===== src/rtl/keynsham_dma_pkg.sv =====
// Shared definitions for the keynsham word-copy DMA: register map,
// CTRL/STATUS bit positions and the copy-engine state encoding.
package keynsham_dma_defs;

  localparam logic [1:0] REG_SRC   = 2'd0;
  localparam logic [1:0] REG_DST   = 2'd1;
  localparam logic [1:0] REG_COUNT = 2'd2;
  localparam logic [1:0] REG_CTRL  = 2'd3;

  // CTRL write bits
  localparam int CTRL_START     = 0;
  localparam int CTRL_ABORT     = 1;
  localparam int CTRL_CLR_DONE  = 2;
  localparam int CTRL_CLR_ERROR = 3;

  // STATUS read bits
  localparam int STAT_BUSY  = 0;
  localparam int STAT_DONE  = 1;
  localparam int STAT_ERROR = 2;

  typedef enum logic [2:0] {
    IDLE    = 3'd0,
    RD_REQ  = 3'd1,
    RD_WAIT = 3'd2,
    WR_REQ  = 3'd3,
    WR_WAIT = 3'd4
  } dma_state_e;

endpackage


===== src/rtl/keynsham_dma_regs.sv =====
// Control-port responder: register decode/storage, status flags and the
// start/abort qualification that the copy engine acts on.
module keynsham_dma_regs
  import keynsham_dma_defs::*;
#(
  parameter int COUNT_WIDTH = 16
) (
  input  logic                   clk,
  input  logic                   rst_n,
  input  logic                   bus_access,
  input  logic                   bus_cs,
  input  logic [1:0]             bus_sel,
  input  logic [31:0]            bus_wr_val,
  input  logic                   bus_wr_en,
  output logic [31:0]            bus_data,
  output logic                   bus_ack,
  output logic                   bus_error,
  input  logic                   adv,
  input  logic                   set_done,
  input  logic                   set_error,
  input  logic                   clr_busy,
  output logic [31:0]            src,
  output logic [31:0]            dst,
  output logic [COUNT_WIDTH-1:0] count,
  output logic                   busy,
  output logic                   done,
  output logic                   abort_pend,
  output logic                   start_go
);

  logic [31:0]            src_reg, dst_reg;
  logic [COUNT_WIDTH-1:0] count_reg;
  logic                   busy_reg, done_reg, error_reg, abort_pend_reg;
  logic                   bus_ack_reg, bus_error_reg;
  logic [31:0]            bus_data_reg;
  logic [31:0]            rd_val;

  logic acc, wr, wr_ctrl, wr_data_ok, start_req;

  assign acc        = bus_access & bus_cs;
  assign wr         = acc & bus_wr_en;
  assign wr_ctrl    = wr && (bus_sel == REG_CTRL);
  // Address/count registers are frozen while a transfer owns them.
  assign wr_data_ok = wr && (bus_sel != REG_CTRL) && !busy_reg;
  // Abort in the same write suppresses the start.
  assign start_req  = wr_ctrl && bus_wr_val[CTRL_START] && !bus_wr_val[CTRL_ABORT] && !busy_reg;
  assign start_go   = start_req && (count_reg != '0);

  always_comb begin
    rd_val = '0;
    case (bus_sel)
      REG_SRC:   rd_val = src_reg;
      REG_DST:   rd_val = dst_reg;
      REG_COUNT: rd_val = 32'(count_reg);
      default: begin
        rd_val[STAT_BUSY]  = busy_reg;
        rd_val[STAT_DONE]  = done_reg;
        rd_val[STAT_ERROR] = error_reg;
      end
    endcase
  end

  always_ff @(posedge clk) begin
    if (!rst_n) begin
      src_reg        <= '0;
      dst_reg        <= '0;
      count_reg      <= '0;
      busy_reg       <= 1'b0;
      done_reg       <= 1'b0;
      error_reg      <= 1'b0;
      abort_pend_reg <= 1'b0;
      bus_ack_reg    <= 1'b0;
      bus_error_reg  <= 1'b0;
      bus_data_reg   <= '0;
    end else begin
      bus_ack_reg   <= acc;
      bus_error_reg <= wr && (bus_sel != REG_CTRL) && busy_reg;
      bus_data_reg  <= (acc && !bus_wr_en) ? rd_val : '0;

      if (wr_data_ok && bus_sel == REG_SRC) src_reg <= {bus_wr_val[31:2], 2'b00};
      else if (adv)                          src_reg <= src_reg + 32'd4;

      if (wr_data_ok && bus_sel == REG_DST) dst_reg <= {bus_wr_val[31:2], 2'b00};
      else if (adv)                          dst_reg <= dst_reg + 32'd4;

      if (wr_data_ok && bus_sel == REG_COUNT) count_reg <= bus_wr_val[COUNT_WIDTH-1:0];
      else if (adv)                            count_reg <= count_reg - COUNT_WIDTH'(1);

      // start_req only fires while idle, so it never collides with engine strobes.
      if (start_req) begin
        error_reg <= 1'b0;
        done_reg  <= (count_reg == '0);
        busy_reg  <= (count_reg != '0);
      end else begin
        if (clr_busy) busy_reg <= 1'b0;
        if (set_done)                                   done_reg <= 1'b1;
        else if (wr_ctrl && bus_wr_val[CTRL_CLR_DONE])  done_reg <= 1'b0;
        if (set_error)                                  error_reg <= 1'b1;
        else if (wr_ctrl && bus_wr_val[CTRL_CLR_ERROR]) error_reg <= 1'b0;
      end

      if (clr_busy)                                            abort_pend_reg <= 1'b0;
      else if (wr_ctrl && bus_wr_val[CTRL_ABORT] && busy_reg)  abort_pend_reg <= 1'b1;
    end
  end

  assign src        = src_reg;
  assign dst        = dst_reg;
  assign count      = count_reg;
  assign busy       = busy_reg;
  assign done       = done_reg;
  assign abort_pend = abort_pend_reg;
  assign bus_data   = bus_data_reg;
  assign bus_ack    = bus_ack_reg;
  assign bus_error  = bus_error_reg;

endmodule


===== src/rtl/keynsham_dma.sv =====
// Single-channel word-copy DMA: control-port registers plus a read-then-write
// initiator engine using the CPU-style access/ack/error handshake.
module keynsham_dma
  import keynsham_dma_defs::*;
#(
  parameter int COUNT_WIDTH = 16
) (
  input  logic        clk,
  input  logic        rst_n,
  input  logic        bus_access,
  input  logic        bus_cs,
  input  logic [29:0] bus_addr,
  input  logic [31:0] bus_wr_val,
  input  logic        bus_wr_en,
  input  logic [3:0]  bus_bytesel,
  output logic [31:0] bus_data,
  output logic        bus_ack,
  output logic        bus_error,
  output logic        m_access,
  output logic [29:0] m_addr,
  output logic [31:0] m_wr_val,
  output logic        m_wr_en,
  output logic [3:0]  m_bytesel,
  input  logic [31:0] m_data,
  input  logic        m_ack,
  input  logic        m_error,
  output logic        irq
);

  dma_state_e state_reg, state_next;
  logic [31:0] hold_reg;

  logic [31:0]            src, dst;
  logic [COUNT_WIDTH-1:0] count;
  logic busy, done, abort_pend, start_go;
  logic adv, set_done, set_error, clr_busy, capture;
  logic last_word;

  keynsham_dma_regs #(.COUNT_WIDTH(COUNT_WIDTH)) u_regs (
    .clk        (clk),
    .rst_n      (rst_n),
    .bus_access (bus_access),
    .bus_cs     (bus_cs),
    .bus_sel    (bus_addr[1:0]),
    .bus_wr_val (bus_wr_val),
    .bus_wr_en  (bus_wr_en),
    .bus_data   (bus_data),
    .bus_ack    (bus_ack),
    .bus_error  (bus_error),
    .adv        (adv),
    .set_done   (set_done),
    .set_error  (set_error),
    .clr_busy   (clr_busy),
    .src        (src),
    .dst        (dst),
    .count      (count),
    .busy       (busy),
    .done       (done),
    .abort_pend (abort_pend),
    .start_go   (start_go)
  );

  // Registers are full-word and the SoC decodes the upper address bits.
  logic unused_ok;
  assign unused_ok = ^{bus_bytesel, bus_addr[29:2], src[1:0], dst[1:0], busy};

  assign last_word = (count == COUNT_WIDTH'(1));

  always_ff @(posedge clk) begin
    if (!rst_n) begin
      state_reg <= IDLE;
      hold_reg  <= '0;
    end else begin
      state_reg <= state_next;
      if (capture) hold_reg <= m_data;
    end
  end

  always_comb begin
    state_next = state_reg;
    adv        = 1'b0;
    set_done   = 1'b0;
    set_error  = 1'b0;
    clr_busy   = 1'b0;
    capture    = 1'b0;
    unique case (state_reg)
      IDLE:    if (start_go) state_next = RD_REQ;
      RD_REQ:  state_next = RD_WAIT;
      RD_WAIT: if (m_ack) begin
        if (m_error) begin
          set_error  = 1'b1;
          clr_busy   = 1'b1;
          state_next = IDLE;
        end else if (abort_pend) begin
          clr_busy   = 1'b1;
          state_next = IDLE;
        end else begin
          capture    = 1'b1;
          state_next = WR_REQ;
        end
      end
      WR_REQ:  state_next = WR_WAIT;
      WR_WAIT: if (m_ack) begin
        if (m_error) begin
          set_error  = 1'b1;
          clr_busy   = 1'b1;
          state_next = IDLE;
        end else begin
          // A pending abort still lets the completed write advance the pointers.
          adv = 1'b1;
          if (abort_pend) begin
            clr_busy   = 1'b1;
            state_next = IDLE;
          end else if (last_word) begin
            set_done   = 1'b1;
            clr_busy   = 1'b1;
            state_next = IDLE;
          end else begin
            state_next = RD_REQ;
          end
        end
      end
      default: state_next = IDLE;
    endcase
  end

  assign m_access  = (state_reg == RD_REQ) || (state_reg == WR_REQ);
  assign m_wr_en   = (state_reg == WR_REQ) || (state_reg == WR_WAIT);
  assign m_addr    = ((state_reg == RD_REQ) || (state_reg == RD_WAIT)) ? src[31:2] :
                     m_wr_en ? dst[31:2] : '0;
  assign m_wr_val  = m_wr_en ? hold_reg : '0;
  assign m_bytesel = 4'b1111;
  assign irq       = done;

endmodule


===== config.mk =====
export PLATFORM = sky130hd
export DESIGN_NAME = keynsham_dma
export DESIGN_NICKNAME = d
export VERILOG_FILES = /design/src/rtl/keynsham_dma_pkg.sv /design/src/rtl/keynsham_dma_regs.sv /design/src/rtl/keynsham_dma.sv
export SDC_FILE = /design/constraint.sdc
export NUM_CORES = 1
export LEC_CHECK = 0
export ABC_AREA = 0
export CAP_MARGIN = 5
export CORE_MARGIN = 2
export CORE_UTILIZATION = 49
export DETAILED_ROUTE_END_ITERATION = 16
export PLACE_DENSITY = 0.81
export SLEW_MARGIN = 25
export SYNTH_ARGS = -nofsm -noshare
export SYNTH_HDL_FRONTEND = slang
export SYNTH_HIERARCHICAL = 1
export SYNTH_SLANG_ARGS = --single-unit

===== constraint.sdc =====
create_clock -name clk -period 3.14 [get_ports clk]
set_input_delay 0.314 -clock clk [delete_from_list [all_inputs] [get_ports clk]]
set_output_delay 0.314 -clock clk [all_outputs]
set_load 0.05 [all_outputs]

==> flow_summary.ini <==
[route]
drtIter0Drc = 594
post_drt_wl_per_cell_um = 17.3
routed_wl_um = 22500
avgViaCountPerCell = 5.65
num_vias = 7366
drtAntennaViolNets = 0
drc = 0
firstDrtPassIters = 5

[pwr]
p_per_area_nw_per_um2 = 444
finalPower_mw = 4.62
vdd_drop_max_mv = 0.389
leakage_nw = 4.12

[clock_network]
cts-buffers-inserted = 17
clk_latency_ns = 0.43
htree_levels = 4
cts-root-buf = clkbuf_16
post-cts-setup-buffer-count = 0
clockBufferDepth = 2
cts_sinks = 149
cts-resized-gates = 0
clk_pin_slew_ns = 0.06
cts_tree = yes
holdBufCountCts = 0

[timing]
tns_ns = 0
period_share_pct = 92.6
finalHoldViolCount = 0
fin_ws_ns = 0.232
slew_headroom_pct = 47.8
skew_ns = 0.00833
rsz0062_at_grt = false
timing.final.crit_period_ns = 2.91
finalSetupViolCount = 0
tightestPinTransition_ns = 0.782
fmax_mhz = 344
slew_violations = 0

[die]
die_w_um = 130
placementRows = 46
coreArea_um2 = 15700
start_util_pct = 49.8
fp.dieH_um = 130
die_area_um2 = 17000
ios = 208

[setup_path]
r2r.worst_path.cells = 9
start_kind = register
cp.arrival_ns = 2.59
end_kind = primary output
path_class = reg2out
cp_max_fo = 33
r2r-end = u_regs/dst[31]$_SDFFE_PN0P_
r2r_start = state_reg[2]$_SDFFE_PN0P_
cp_data_required_time_ns = 2.83
rrSetupSlack_ns = 0.68

[final_layout]
syn2layout_area_growth_pct = 33.2
stdcell_count = 1303
antenna_cells = 0
fillCellCount = 1282
layout-drive-gt1-share_pct = 10.3
nets = 1183

[global_routing]
grt_use_total_pct = 26.4
grt_overflow = 0
antenna_found_initial = 0
grt_pass1_wl_um = 35000
grt_pass1_vias = 6872
grt_max_degree = 81

[worst_hold_path]
hp-class = in2reg
holdPathEnd = u_regs/bus_error$_SDFF_PN0_
whs_path_depth = 2
min_from = rst_n

[yosys]
synth_area_um2 = 7820
yosysWarnings = 6
synth_area_per_cell_um2 = 8.46
synth_cells = 924

[placement]
placedCellCount = 1272
dpl.hpwl_um = 15400
dp_slack_ns = 0.269
io_buffer_count = 171
gp_congestion = 0.909

[status]
status = finished clean

[job]
drv_cap = 0
-- worst max path at each step --
stage | from | to | slack, ns
final | state_reg[2]$_SDFFE_PN0P_ | m_wr_val[13] | 0.23
after global routing | state_reg[2]$_SDFFE_PN0P_ | m_wr_val[13] | 0.09
after CTS | state_reg[2]$_SDFFE_PN0P_ | m_addr[27] | 0.05
after detailed placement | m_ack | u_regs/count[7]$_SDFFE_PN0P_ | 0.27
after global placement | m_ack | u_regs/dst[31]$_SDFFE_PN0P_ | 0.24
after floorplan | state_reg[0]$_SDFFE_PN0P_ | u_regs/count[10]$_SDFFE_PN0P_ | 0.97
-- stage by stage --
stage	utilization, %	hold WS (ns)	cell area (µm²)
3_5_place_dp	61.4	0.445	9650
3_3_place_gp	61.4	0.440	9650
4_1_cts	65.8	0.199	10300
5_1_grt	66.3	0.225	10400
6_report	66.3	0.209	10400
2_1_floorplan	-	0.436	7830
-- layout make-up --
type	count	area (µm²)	area share [%]
repair buffers	194	1960	18.8
multi-input cells	689	4410	42.4
inverters	24	90.1	0.865
clock buffers	25	536	5.14
clock inverters	6	159	1.53
flip-flops and latches	149	2980	28.6
well taps	216	270	2.60
-- critical path, cell delays in order, from the launching register on --
cell and delay [ns]:
dfxtp_1 0.54, nand2_1 0.20, o21ai_4 0.16, buf_4 0.29, and2_1 0.18, clkdlybuf4s50_1 0.80
-- power by group --
part	internal, mW	switching (mW)	total, mW
sequential	1.91	0.0366	1.95
combinational	0.151	0.148	0.300
clock	1.58	0.792	2.37
total	3.65	0.977	4.62
-- cell usage in the layout, fill, tap and decap left out, types with 4 or more instances in the layout --
cell type	instances
nor2b_1	6
bufinv_16	5
a21oi_1	55
a211oi_1	29
nor4_2	4
a21boi_2	30
nand4_1	14
inv_1	24
and3_1	12
a22o_1	30
nor3_2	5
conb_1	4
dfxtp_1	149
xnor2_1	43
mux2i_1	36
nand3_1	27
dlymetal6s2s_1	29
clkbuf_8	8
clkdlybuf4s50_1	140
nor3_1	9
nor2_1	105
nor4_1	13
clkbuf_16	17
xor2_1	27
and2_1	34
nand2_1	102
o22ai_1	7
o21ai_0	35
a31oi_1	8
and4_1	10
buf_4	23
-- metal layers --
layer | part of all wire [%] | vias up | track usage, % | wire, µm
li1 | - | 3528 | - | -
met1 | 42 | 3452 | 32.9 | 9430
met2 | 47 | 350 | 43.4 | 10500
met3 | 9.6 | 36 | 7.75 | 2170
met4 | 1.9 | 0 | 9.68 | 428
met5 | 0 | - | 0 | 0
Note: power is estimated with default switching activity, not from simulation.
